### src/rtl/game_state_controller.sv
// Game sequencer for the stickman runner: one-hot game status, coin score,
// round countdown in frames and a one-cycle round_start pulse.
module game_state_controller #(
  parameter logic [7:0]  START_KEY       = 8'h2C,
  parameter logic [7:0]  WIN_SCORE       = 8'd20,
  parameter logic [11:0] GAME_FRAMES     = 12'd3600,
  parameter logic [7:0]  END_HOLD_FRAMES = 8'd120
) (
  input  logic        Clk,
  input  logic        Reset,
  input  logic        frame_clk,
  input  logic [7:0]  keycode,
  input  logic        coin_hit,
  input  logic        is_dead,
  output logic [3:0]  status,
  output logic [7:0]  score,
  output logic [11:0] frames_left,
  output logic        round_start
);

  // One-hot encoding doubles as the status output {waiting, playing, win, lose}.
  typedef enum logic [3:0] {
    S_WAITING = 4'b1000,
    S_PLAYING = 4'b0100,
    S_WIN     = 4'b0010,
    S_LOSE    = 4'b0001
  } state_t;

  state_t     state;
  logic       frame_clk_d;
  logic [7:0] key_d;
  logic [7:0] hold;
  logic       frame_tick;
  logic       key_press;
  logic       coin_wins;

  assign frame_tick = frame_clk & ~frame_clk_d;
  assign key_press  = (keycode == START_KEY) && (key_d != START_KEY);
  // Compare in 9 bits so score+1 cannot wrap before the threshold test.
  assign coin_wins  = ({1'b0, score} + 9'd1) >= {1'b0, WIN_SCORE};
  assign status     = state;

  // State register, edge detectors, score, countdown, hold counter and round_start.
  always_ff @(posedge Clk) begin
    if (Reset) begin
      state       <= S_WAITING;
      score       <= '0;
      frames_left <= GAME_FRAMES;
      round_start <= 1'b0;
      hold        <= '0;
      frame_clk_d <= 1'b0;
      key_d       <= '0;
    end else begin
      frame_clk_d <= frame_clk;
      key_d       <= keycode;
      round_start <= 1'b0;
      case (state)
        S_WAITING: begin
          if (key_press) begin
            state       <= S_PLAYING;
            round_start <= 1'b1;
            score       <= '0;
            frames_left <= GAME_FRAMES;
          end
        end
        S_PLAYING: begin
          // Death beats a winning coin, which beats the final timeout tick.
          if (is_dead) begin
            state <= S_LOSE;
            hold  <= '0;
          end else if (coin_hit && coin_wins) begin
            if (score != 8'hFF) score <= score + 8'd1;
            state <= S_WIN;
            hold  <= '0;
          end else if (frame_tick && frames_left == 12'd1) begin
            frames_left <= '0;
            state       <= S_LOSE;
            hold        <= '0;
          end else begin
            if (coin_hit && score != 8'hFF) score <= score + 8'd1;
            if (frame_tick && frames_left != '0) frames_left <= frames_left - 12'd1;
          end
        end
        S_WIN, S_LOSE: begin
          if (hold == END_HOLD_FRAMES) begin
            if (key_press) state <= S_WAITING;
          end else if (frame_tick) begin
            hold <= hold + 8'd1;
          end
        end
        default: state <= S_WAITING;
      endcase
    end
  end

endmodule

### config.mk
export PLATFORM = sky130hd
export DESIGN_NAME = game_state_controller
export DESIGN_NICKNAME = d
export VERILOG_FILES = /design/src/rtl/game_state_controller.sv
export SDC_FILE = /design/constraint.sdc
export NUM_CORES = 1
export LEC_CHECK = 0
export CORE_ASPECT_RATIO = 2
export CORE_MARGIN = 2
export CORE_UTILIZATION = 30
export DETAILED_ROUTE_END_ITERATION = 10
export GPL_TIMING_DRIVEN = 1
export SETUP_SLACK_MARGIN = 0.4
export SLEW_MARGIN = 20
export SYNTH_ARGS = -nofsm -noshare
export SYNTH_HDL_FRONTEND = slang
export SYNTH_SLANG_ARGS = --single-unit
export TNS_END_PERCENT = 5
### constraint.sdc
create_clock -name Clk -period 2.5 [get_ports Clk]
set_clock_uncertainty 0.2 [all_clocks]
set_input_delay 0.375 -clock Clk [delete_from_list [all_inputs] [get_ports Clk]]
set_output_delay 0.375 -clock Clk [all_outputs]
set_load 0.02 [all_outputs]
==> qor.txt, run 1 <==
DR pass1 iterations: 4
Met3 Usage GRT: 2.99%
Final min period: 2310 ps
Max-slew violations: 0
Grt peak-use layer: met2
Min-delay src: hold[6]
Static Leak: 1.26 nW
WP data required: 2480 ps
Cell Chain, Critical Path: buf_6, and3_4, a2111oi_4, nor3_2, o221ai_2, buf_4, nand4_1, a221o_1
Initial antenna violation count: 0
CTS buffer count: 5
Compound-gate portion of the synthesized area: 26.6%
RSZ-0062 raised after global routing: yes
R2r setup slk: 190 ps
Die Wd: 68.0 µm
Routed WL: 7510 µm
CTS tree: done
First-pass GRT wire length: 12100 µm
Initial DRC count: 73
Hold Vio Cnt, Final: 0
Cell taking the most area after synthesis: dfxtp_1
Post-DP HPWL: 5660 µm
Leading cell type in the layout, fill and taps excluded: buf_4
Core ar.: 7940 µm²
Synthesized cell area: 2460 µm²
Htree depth: 2
CTS sink cnt: 42
Cell count after synthesis: 282
Critical Path AT: 2290 ps
Grt met1 use: 17.3%
Final Setup Violations: 0
Root Buffer: clkbuf_16
Largest net degree at the start of global routing: 24
Worst setup endpoint: frames_left[4]
Slew headroom: 73.3%
Primary FF master, synth: dfxtp_1
Multiplexer area fraction after synthesis: 0.408%
Crit path from: score[0]
Max Clk Rate: 433 MHz
RePlAce Congestion: 0.899
# rows: 46
Sequential fraction of the synthesis area: 34.2%
Final routed DRC violation total: 0
Status: finished clean
HP Class: register to register
Gr ovfl total: 0
Vias in the first global route: 2618
Worst Tran Pin Value: 395 ps
Final net count: 374
XOR/XNOR Fraction of Synth Area: 0.357%
Met2 usage: 31.6%
Avg Inst Size Synth: 8.71 µm²
Max cap viols: 0
Synth unique cells: 72
Worst Setup End Kind: register
# IOs: 38
Die area: 8970 µm²
Adder-Cell Fraction of Synth Area: 3.06%
Commonest cells after routing, fill and taps aside: buf_4, clkdlybuf4s50_1, dfxtp_1, nand2_1, nor2_1
Share of cells above drive strength 1: 26.1%
Largest stage delay on the critical path: 470 ps
DIE HEIGHT: 132 µm
Fin util: 44.7%
Power per cell area: 493 nW/µm²
Overall Global Routing Usage: 17.7%
Starting density of the core: 30.9%
Antenna Nets Post-Route: 0
Final hold slack: 292 ps
Post-cts hold buffer count: 0
Ranking of synthesized cells by area: dfxtp_1, nand3_1, ha_1
Largest family of logic cells by synthesized area: simple AND/OR/NAND/NOR gates
# diodes: 0
Period utilization: 92.4%
Vias per std cell: 5.67
Worst Path Max Fanout: 7
Yosys reg bits: 42
CP max stage cell: a2111oi_4
DR vias: 2562
Clock Latency Late Sink: 290 ps
Port Buffers: 37
Post-synth ARST share: 0%
Depth of the worst register-to-register path: 8
Post-synth EDFFs: 0
Synth warn: 0
Peak supply drop: 0.301 mV
Worst-path clk slew: 60 ps
Endpoint of the worst register-to-register path: frames_left[4]
Synth-to-layout area growth: 44.7%
Critical Path Source Type: register
Crit path kind: register to register
Simple-gate portion of the synthesized area: 29.9%
Syn Nets: 301
WL per Instance: 16.6 µm
Share of the synthesized area in the top cell type: 34.2%
R2r startpoint: score[0]
CTS Buffer Depth: 2
-- kinds of logic (layout without fill, tap and decap cells) --
kind of cell / after synthesis / after routing
AO/OA/AOI/OAI: 81 / 81
XOR/XNOR: 1 / 1
adder cells (fa/ha/maj): 6 / 6
buffers and inverters: 29 / 103
flip-flops: 42 / 42
multiplexers: 1 / 1
AND/OR/NAND/NOR: 122 / 122
-- report_power, final --
group	internal, mW	leakage (nW)	switching (mW)	total [mW]
clock network	0.559	0.0953	0.276	0.836
logic	0.0969	0.817	0.107	0.204
registers	0.688	0.345	0.0234	0.711
total	1.34	1.26	0.406	1.75
-- synthesized netlist by cell type, types with 7 or more instances --
master    instances
nand3_1          17
clkbuf_1          9
o31ai_1          10
inv_1            13
nor2b_1          10
a21oi_1          14
o21ai_0           7
nand2_1          16
nand4_1           8
dfxtp_1          42
nor3_1            9
nor2_1           16
-- critical path: cells and delay by family, from the launching register on --
kind                   cells  cell delay [ps]
AO/OA/AOI/OAI              3              990
buffers and inverters      2              280
flip-flops                 1              360
AND/OR/NAND/NOR            3              370
-- per-stage QoR --
stage,std cells,power [mW],instance area [µm²],setup TNS (ps),setup slack [ps]
floorplan,282,0.834,2520,0,278
global placement,434,0.925,3180,-521,-90.3
detailed placement,434,0.927,3180,-863,-134
CTS,445,1.77,3470,0,182
global route,452,1.82,3550,0,78.2
finish,452,1.75,3550,0,191
-- layout make-up --
cell class                      instances  area [µm²]
Timing Repair Buffer                   81         719
Fill cell                             802        4390
Tap cell                               96         120
Clock inverter                          1        30.0
Clock buffer                            7         164
Inverter                               14        52.6
Sequential cell                        42         856
Multi-Input combinational cell        211        1610
-- worst min-delay path by stage --
stage | slack (ps) | to | cells after the start
final | 290 | hold[6] | 1
after floorplan | 250 | hold[6] | 1
after global routing | 310 | hold[6] | 1
after global placement | 260 | hold[6] | 1
after CTS | 290 | hold[6] | 1
after detailed placement | 280 | hold[6] | 1
-- per-layer routing --
layer	wire, µm	vias to the layer above
met2	4160	69
met1	2700	1225
met5	0	-
met3	204	30
li1	-	1238
met4	439	0
-- timing repair --
action	in CTS	in global routing
buffers inserted	3	7
gates resized for setup	9	9
setup endpoints to repair	30	32
pin swaps	4	10
-- flip-flops by register name, indices dropped and copies added, names as in the netlist --
signal       cells
round_start      1
frames_left     12
key_d            8
hold             8
score            8
status           4
frame_clk_d      1
Note: power is estimated with default switching activity, not from simulation.
==> run 2: changes to the inputs <==
==> constraint.sdc (replaced) <==
create_clock -name Clk -period 1.95 [get_ports Clk]
set_clock_uncertainty 0.2 [all_clocks]
set_input_delay 0.2925 -clock Clk [delete_from_list [all_inputs] [get_ports Clk]]
set_output_delay 0.2925 -clock Clk [all_outputs]
set_load 0.02 [all_outputs]
==> run 2 against run 1 <==
The flow now finishes with violations (setup timing). Die area unchanged. Worst hold slack got worse by 27 ps. Global-route usage increased by 1.5 points. Clock power rose by 4.9%. Largest power group is now sequential cells.
==> qor.txt, run 2 (synthesized netlist as in run 1, its figures left out) <==
Starting density of the core: 30.9%
Static Leak: 1.62 nW
Overall Global Routing Usage: 19.2%
Worst-path clk slew: 60 ps
WP buf/inv: 2
Initial DRC count: 156
Die area: 8970 µm²
Int Pwr: 1.57 mW
CTS sink cnt: 42
# diodes: 0
Pwr Total: 2.13 mW
Synth-to-layout area growth: 60.3%
Top delay family on crit path: compound AO/OA/AOI/OAI gates
Largest stage delay on the critical path: 350 ps
Seq pwr share: 41.8%
FILL cells: 793
Met1 wire length: 2980 µm
Final hold slack: 265 ps
Cell Chain, Critical Path: ha_4, a211o_1, nor4_4, o32ai_2, buf_4, o211ai_4, buf_4, o2111ai_1, o41ai_1
Endpoint of the worst register-to-register path: score[2]
Status: complete, but fails checks
CTS Buffer Depth: 2
Commonest cells after routing, fill and taps aside: buf_4, dfxtp_1, nand2_1, nand3_1, a21oi_1
Crit path kind: register to register
# IOs: 38
Setup WS post-layout: -379 ps
Routed WL: 8350 µm
Port Buffers: 37
HP Class: register to register
Final net count: 436
Antenna Nets Post-Route: 0
Largest net degree at the start of global routing: 18
Final min period: 2330 ps
Clock Latency Late Sink: 290 ps
DP Worst Slack: -543 ps
Hold path depth: 1
DR pass1 iterations: 4
Hold endpoint: score[3]
WL per Instance: 16.2 µm
Power per cell area: 540 nW/µm²
Root Buffer: clkbuf_16
Max Clk Rate: 429 MHz
WL met2: 4680 µm
Peak supply drop: 0.541 mV
DR vias: 2845
Clk pwr share: 41.2%
Hold Vio Cnt, Final: 0
Worst Path Max Fanout: 6
Final setup TNS: -8200 ps
Share of cells above drive strength 1: 45.0%
Top reg by flops: frames_left
Slew headroom: 69.9%
Critical Path AT: 2320 ps
Critical Path Source Type: register
Post-cts hold buffer count: 0
R2r startpoint: score[1]
Period utilization: 119%
DIE HEIGHT: 132 µm
First-pass GRT wire length: 13100 µm
WL met3: 257 µm
R2r setup slk: -380 ps
Failing checks: setup timing
Depth of the worst register-to-register path: 9
Post-DP HPWL: 6230 µm
Vias in the first global route: 2915
Fin util: 49.6%
Max-slew violations: 0
Top Metal Used: met4
CTS tree: done
Most frequent CP cell: buf_4
Worst Tran Pin Value: 446 ps
Max reg flops: 12
Sw frac: 26.4%
Gr ovfl total: 0
Comb power frac: 16.9%
Psw: 0.561 mW
Min-delay src: score[3]
Htree depth: 2
RSZ-0062 raised after global routing: yes
CTS buffer count: 5
# rows: 46
Final routed DRC violation total: 0
Max cap viols: 0
Vias per std cell: 5.54
Leading cell type in the layout, fill and taps excluded: buf_4
WP data required: 1940 ps
Initial antenna violation count: 0
Worst Setup End Kind: register
Core ar.: 7940 µm²
CP max stage cell: dfxtp_4
Die Wd: 68.0 µm
Final Setup Violations: 28
RePlAce Congestion: 0.915
-- run 2: cell count changes in the layout (fill, tap and decap cells not counted), moves of 2 or more --
cell / previous run / this run
nor2_2: 1 / 4
clkdlybuf4s50_1: 37 / 12
o21ai_1: 2 / 0
nand2_2: 1 / 3
dfxtp_1: 34 / 32
buf_4: 39 / 102
nand2_1: 16 / 14
o21ai_2: 0 / 2
dlygate4sd2_1: 0 / 2
clkbuf_2: 0 / 4
clkdlybuf4s15_2: 0 / 4
nor2_1: 16 / 13
buf_2: 0 / 12
-- run 2: worst max-delay path by stage --
stage,startpoint,end,cells after the start
after floorplan,score[0],frames_left[11],8
final,score[1],score[2],9
after global routing,score[1],hold[1],8
after detailed placement,keycode[1],frames_left[9],8
after CTS,score[1],frames_left[9],9
after global placement,keycode[3],frames_left[9],8
-- run 2: metrics by stage --
| step | std cells | area [µm²] |
|---|---|---|
| after global routing | 514 | 3940 |
| after floorplan | 282 | 2520 |
| after CTS | 513 | 3970 |
| final | 514 | 3940 |
| after detailed placement | 498 | 3660 |
| after global placement | 498 | 3660 |
-- run 2: power by group through the flow --
stage,combinational (mW),clock (mW),sequential [mW]
after floorplan,0.129,0,0.940
after global placement,0.336,0,0.909
after detailed placement,0.339,0,0.911
after CTS,0.361,0.889,0.890
after global routing,0.392,0.928,0.892
final,0.360,0.877,0.890
-- run 2: routing by layer --
layer / vias up / global-route usage, %
li1: 1359 / -
met1: 1376 / 18.1
met2: 78 / 35.2
met3: 32 / 2.56
met4: 0 / 13.4
met5: - / 0
-- run 2: final cells by class --
| cell class | instances | area [µm²] | area share (%) |
|---|---|---|---|
| flip-flops and latches | 42 | 861 | 21.9 |
| multi-input cells | 211 | 1650 | 41.8 |
| clock buffers | 6 | 139 | 3.53 |
| inverters | 14 | 52.6 | 1.33 |
| clock inverters | 2 | 11.3 | 0.286 |
| repair buffers | 143 | 1110 | 28.1 |
| well taps | 96 | 120 | 3.05 |
-- run 2: repair_timing --
item | in CTS | in global routing
setup buffers | 6 | 1
resized for setup | 99 | 22
gates cloned | 1 | 0
pin swaps | 16 | 3
setup endpoints to repair | 58 | 50
-- run 2: worst reg2reg max path: cells and delay by family (launching register included) --
kind / cells / cell delay, ps
AOI/OAI and AO/OA: 5 / 870
adders and majority gates: 1 / 160
buffers and inverters: 2 / 350
and+or+nand+nor: 1 / 300
DFF: 1 / 350
==> run 3: changes to the inputs <==
--- a/config.mk
+++ b/config.mk
@@ -8,9 +8,11 @@
 export CORE_ASPECT_RATIO = 2
 export CORE_MARGIN = 2
 export CORE_UTILIZATION = 30
+export CTS_BUF_LIST = sky130_fd_sc_hd__clkbuf_8
 export DETAILED_ROUTE_END_ITERATION = 10
 export GPL_TIMING_DRIVEN = 1
 export SETUP_SLACK_MARGIN = 0.4
+export SKIP_LAST_GASP = 1
 export SLEW_MARGIN = 20
 export SYNTH_ARGS = -nofsm -noshare
 export SYNTH_HDL_FRONTEND = slang
==> run 3 against run 2 <==
The run still ends with setup timing left. Die area unchanged. Register-to-register slack about the same. Via count decreased by 1.1%. Sequential share of layout area about the same. Clock-buffer cell count unchanged. Critical path depth rose by 1. Flip-flop and latch count unchanged. Fmax barely moved. Sequential power barely moved. Combinational power is 4% lower. Critical path type unchanged.
==> qor.txt, run 3 (synthesized netlist as in run 1, its figures left out) <==
Hold Vio Cnt, Final: 0
Worst Path Max Fanout: 6
Design Area, Final: 3920 µm²
Gr ovfl total: 0
CP max stage cell: dfxtp_4
WL met3: 203 µm
# diodes: 0
Fin util: 49.3%
Cell Chain, Critical Path: ha_4, buf_6, nand4_1, o32ai_2, buf_4, o21ai_2, o221ai_4, buf_6, and2_4, a221o_1
Vias in the first global route: 2861
WP buf/inv: 3
CTS sink cnt: 42
WL met2: 4570 µm
Root Buffer: clkbuf_8
Static Leak: 1.53 nW
Final hold slack: 267 ps
CTS tree: done
Post-DP HPWL: 6230 µm
WL per Instance: 15.7 µm
Max-slew violations: 0
Initial DRC count: 132
Top delay family on crit path: compound AO/OA/AOI/OAI gates
Htree depth: 2
Largest net degree at the start of global routing: 18
Final net count: 434
Peak supply drop: 0.448 mV
Slew headroom: 75.7%
Max Clk Rate: 429 MHz
Pwr Total: 1.86 mW
Final Setup Violations: 36
Worst Tran Pin Value: 360 ps
Vias per std cell: 5.50
Most frequent CP cell: buf_6
RSZ-0062 raised after global routing: yes
Setup WS post-layout: -381 ps
Antenna Nets Post-Route: 0
Post-cts hold buffer count: 0
Clock Latency Late Sink: 310 ps
Worst-path clk slew: 90 ps
Crit path kind: register to register
HP Class: register to register
WP data required: 1950 ps
CTS buffer count: 5
DIE HEIGHT: 132 µm
DR pass1 iterations: 4
Final routed DRC violation total: 0
Met1 wire length: 2920 µm
Die Wd: 68.0 µm
Leading cell type in the layout, fill and taps excluded: buf_4
Top reg by flops: frames_left
Worst Setup End Kind: register
Starting density of the core: 30.9%
Routed WL: 8060 µm
Status: complete, but fails checks
RePlAce Congestion: 0.915
# IOs: 38
Share of cells above drive strength 1: 37.3%
Port Buffers: 37
Initial antenna violation count: 0
Top Metal Used: met4
Placed cell count: 498
Hold path depth: 1
Core ar.: 7940 µm²
Max reg flops: 12
CTS Buffer Depth: 2
Placed cell areas: 3660 µm²
Synth-to-layout area growth: 59.4%
Largest stage delay on the critical path: 370 ps
Max cap viols: 0
Die area: 8970 µm²
First-pass GRT wire length: 12900 µm
Period utilization: 120%
Power per cell area: 476 nW/µm²
Failing checks: setup timing
Commonest cells after routing, fill and taps aside: buf_4, clkdlybuf4s50_1, dfxtp_1, nor2_1, nand2_1
Stages on worst setup path: 10
Overall Global Routing Usage: 18.8%
Critical Path Source Type: register
DR vias: 2814
Critical Path AT: 2330 ps
Finished Layout Cells: 512
Final min period: 2330 ps
# rows: 46
Depth of the worst register-to-register path: 10
-- run 3: changes by cell type in the layout (fill, tap and decap cells not counted), moves of 2 or more --
cell / previous run / this run
clkdlybuf4s50_1: 12 / 37
buf_2: 12 / 0
clkbuf_16: 5 / 0
clkbuf_8: 1 / 6
clkbuf_2: 4 / 0
clkdlybuf4s15_2: 4 / 0
buf_4: 102 / 99
nor2_1: 13 / 16
nor2_2: 4 / 1
dfxtp_1: 32 / 34
dlygate4sd2_1: 2 / 0
-- run 3: worst paths after layout --
check	start	end	slack (ps)
worst max-delay path	score[1]	frames_left[10]	-380
worst min-delay path	score[3]	score[3]	270
worst max register to register	score[1]	frames_left[10]	-380
worst min register to register	score[3]	score[3]	270
-- run 3: power breakdown --
part	leakage, nW	switching, mW	total, mW	internal, mW
Sequential	0.345	0.00989	0.890	0.880
Clock	0.0515	0.339	0.625	0.286
Combinational	1.13	0.173	0.347	0.173
-- run 3: stage by stage --
stage	worst slack, ps	setup TNS, ps
global placement	-512	-10800
detailed placement	-543	-12090
CTS	-383	-8560
global route	-463	-11240
finish	-381	-7990
floorplan	-272	-5400
-- run 3: routing by layer --
layer,vias up,track usage (%)
met2,67,34.8
met4,0,11.6
met5,-,0
li1,1358,-
met1,1364,18.5
met3,25,1.88
-- run 3: what timing repair did --
action | CTS | global route
resized for setup | 15 | 7
setup endpoints to repair | 58 | 58
pin swaps | 6 | 6
gates cloned | 1 | 0
buffers inserted | 3 | 2
-- run 3: cell type report --
type / count / area [µm²]
Fill cell: 783 / 4030
Multi-Input combinational cell: 211 / 1620
Timing Repair Buffer: 141 / 1170
Sequential cell: 42 / 856
Tap cell: 96 / 120
Clock buffer: 6 / 82.6
Inverter: 14 / 52.6
Clock inverter: 2 / 11.3
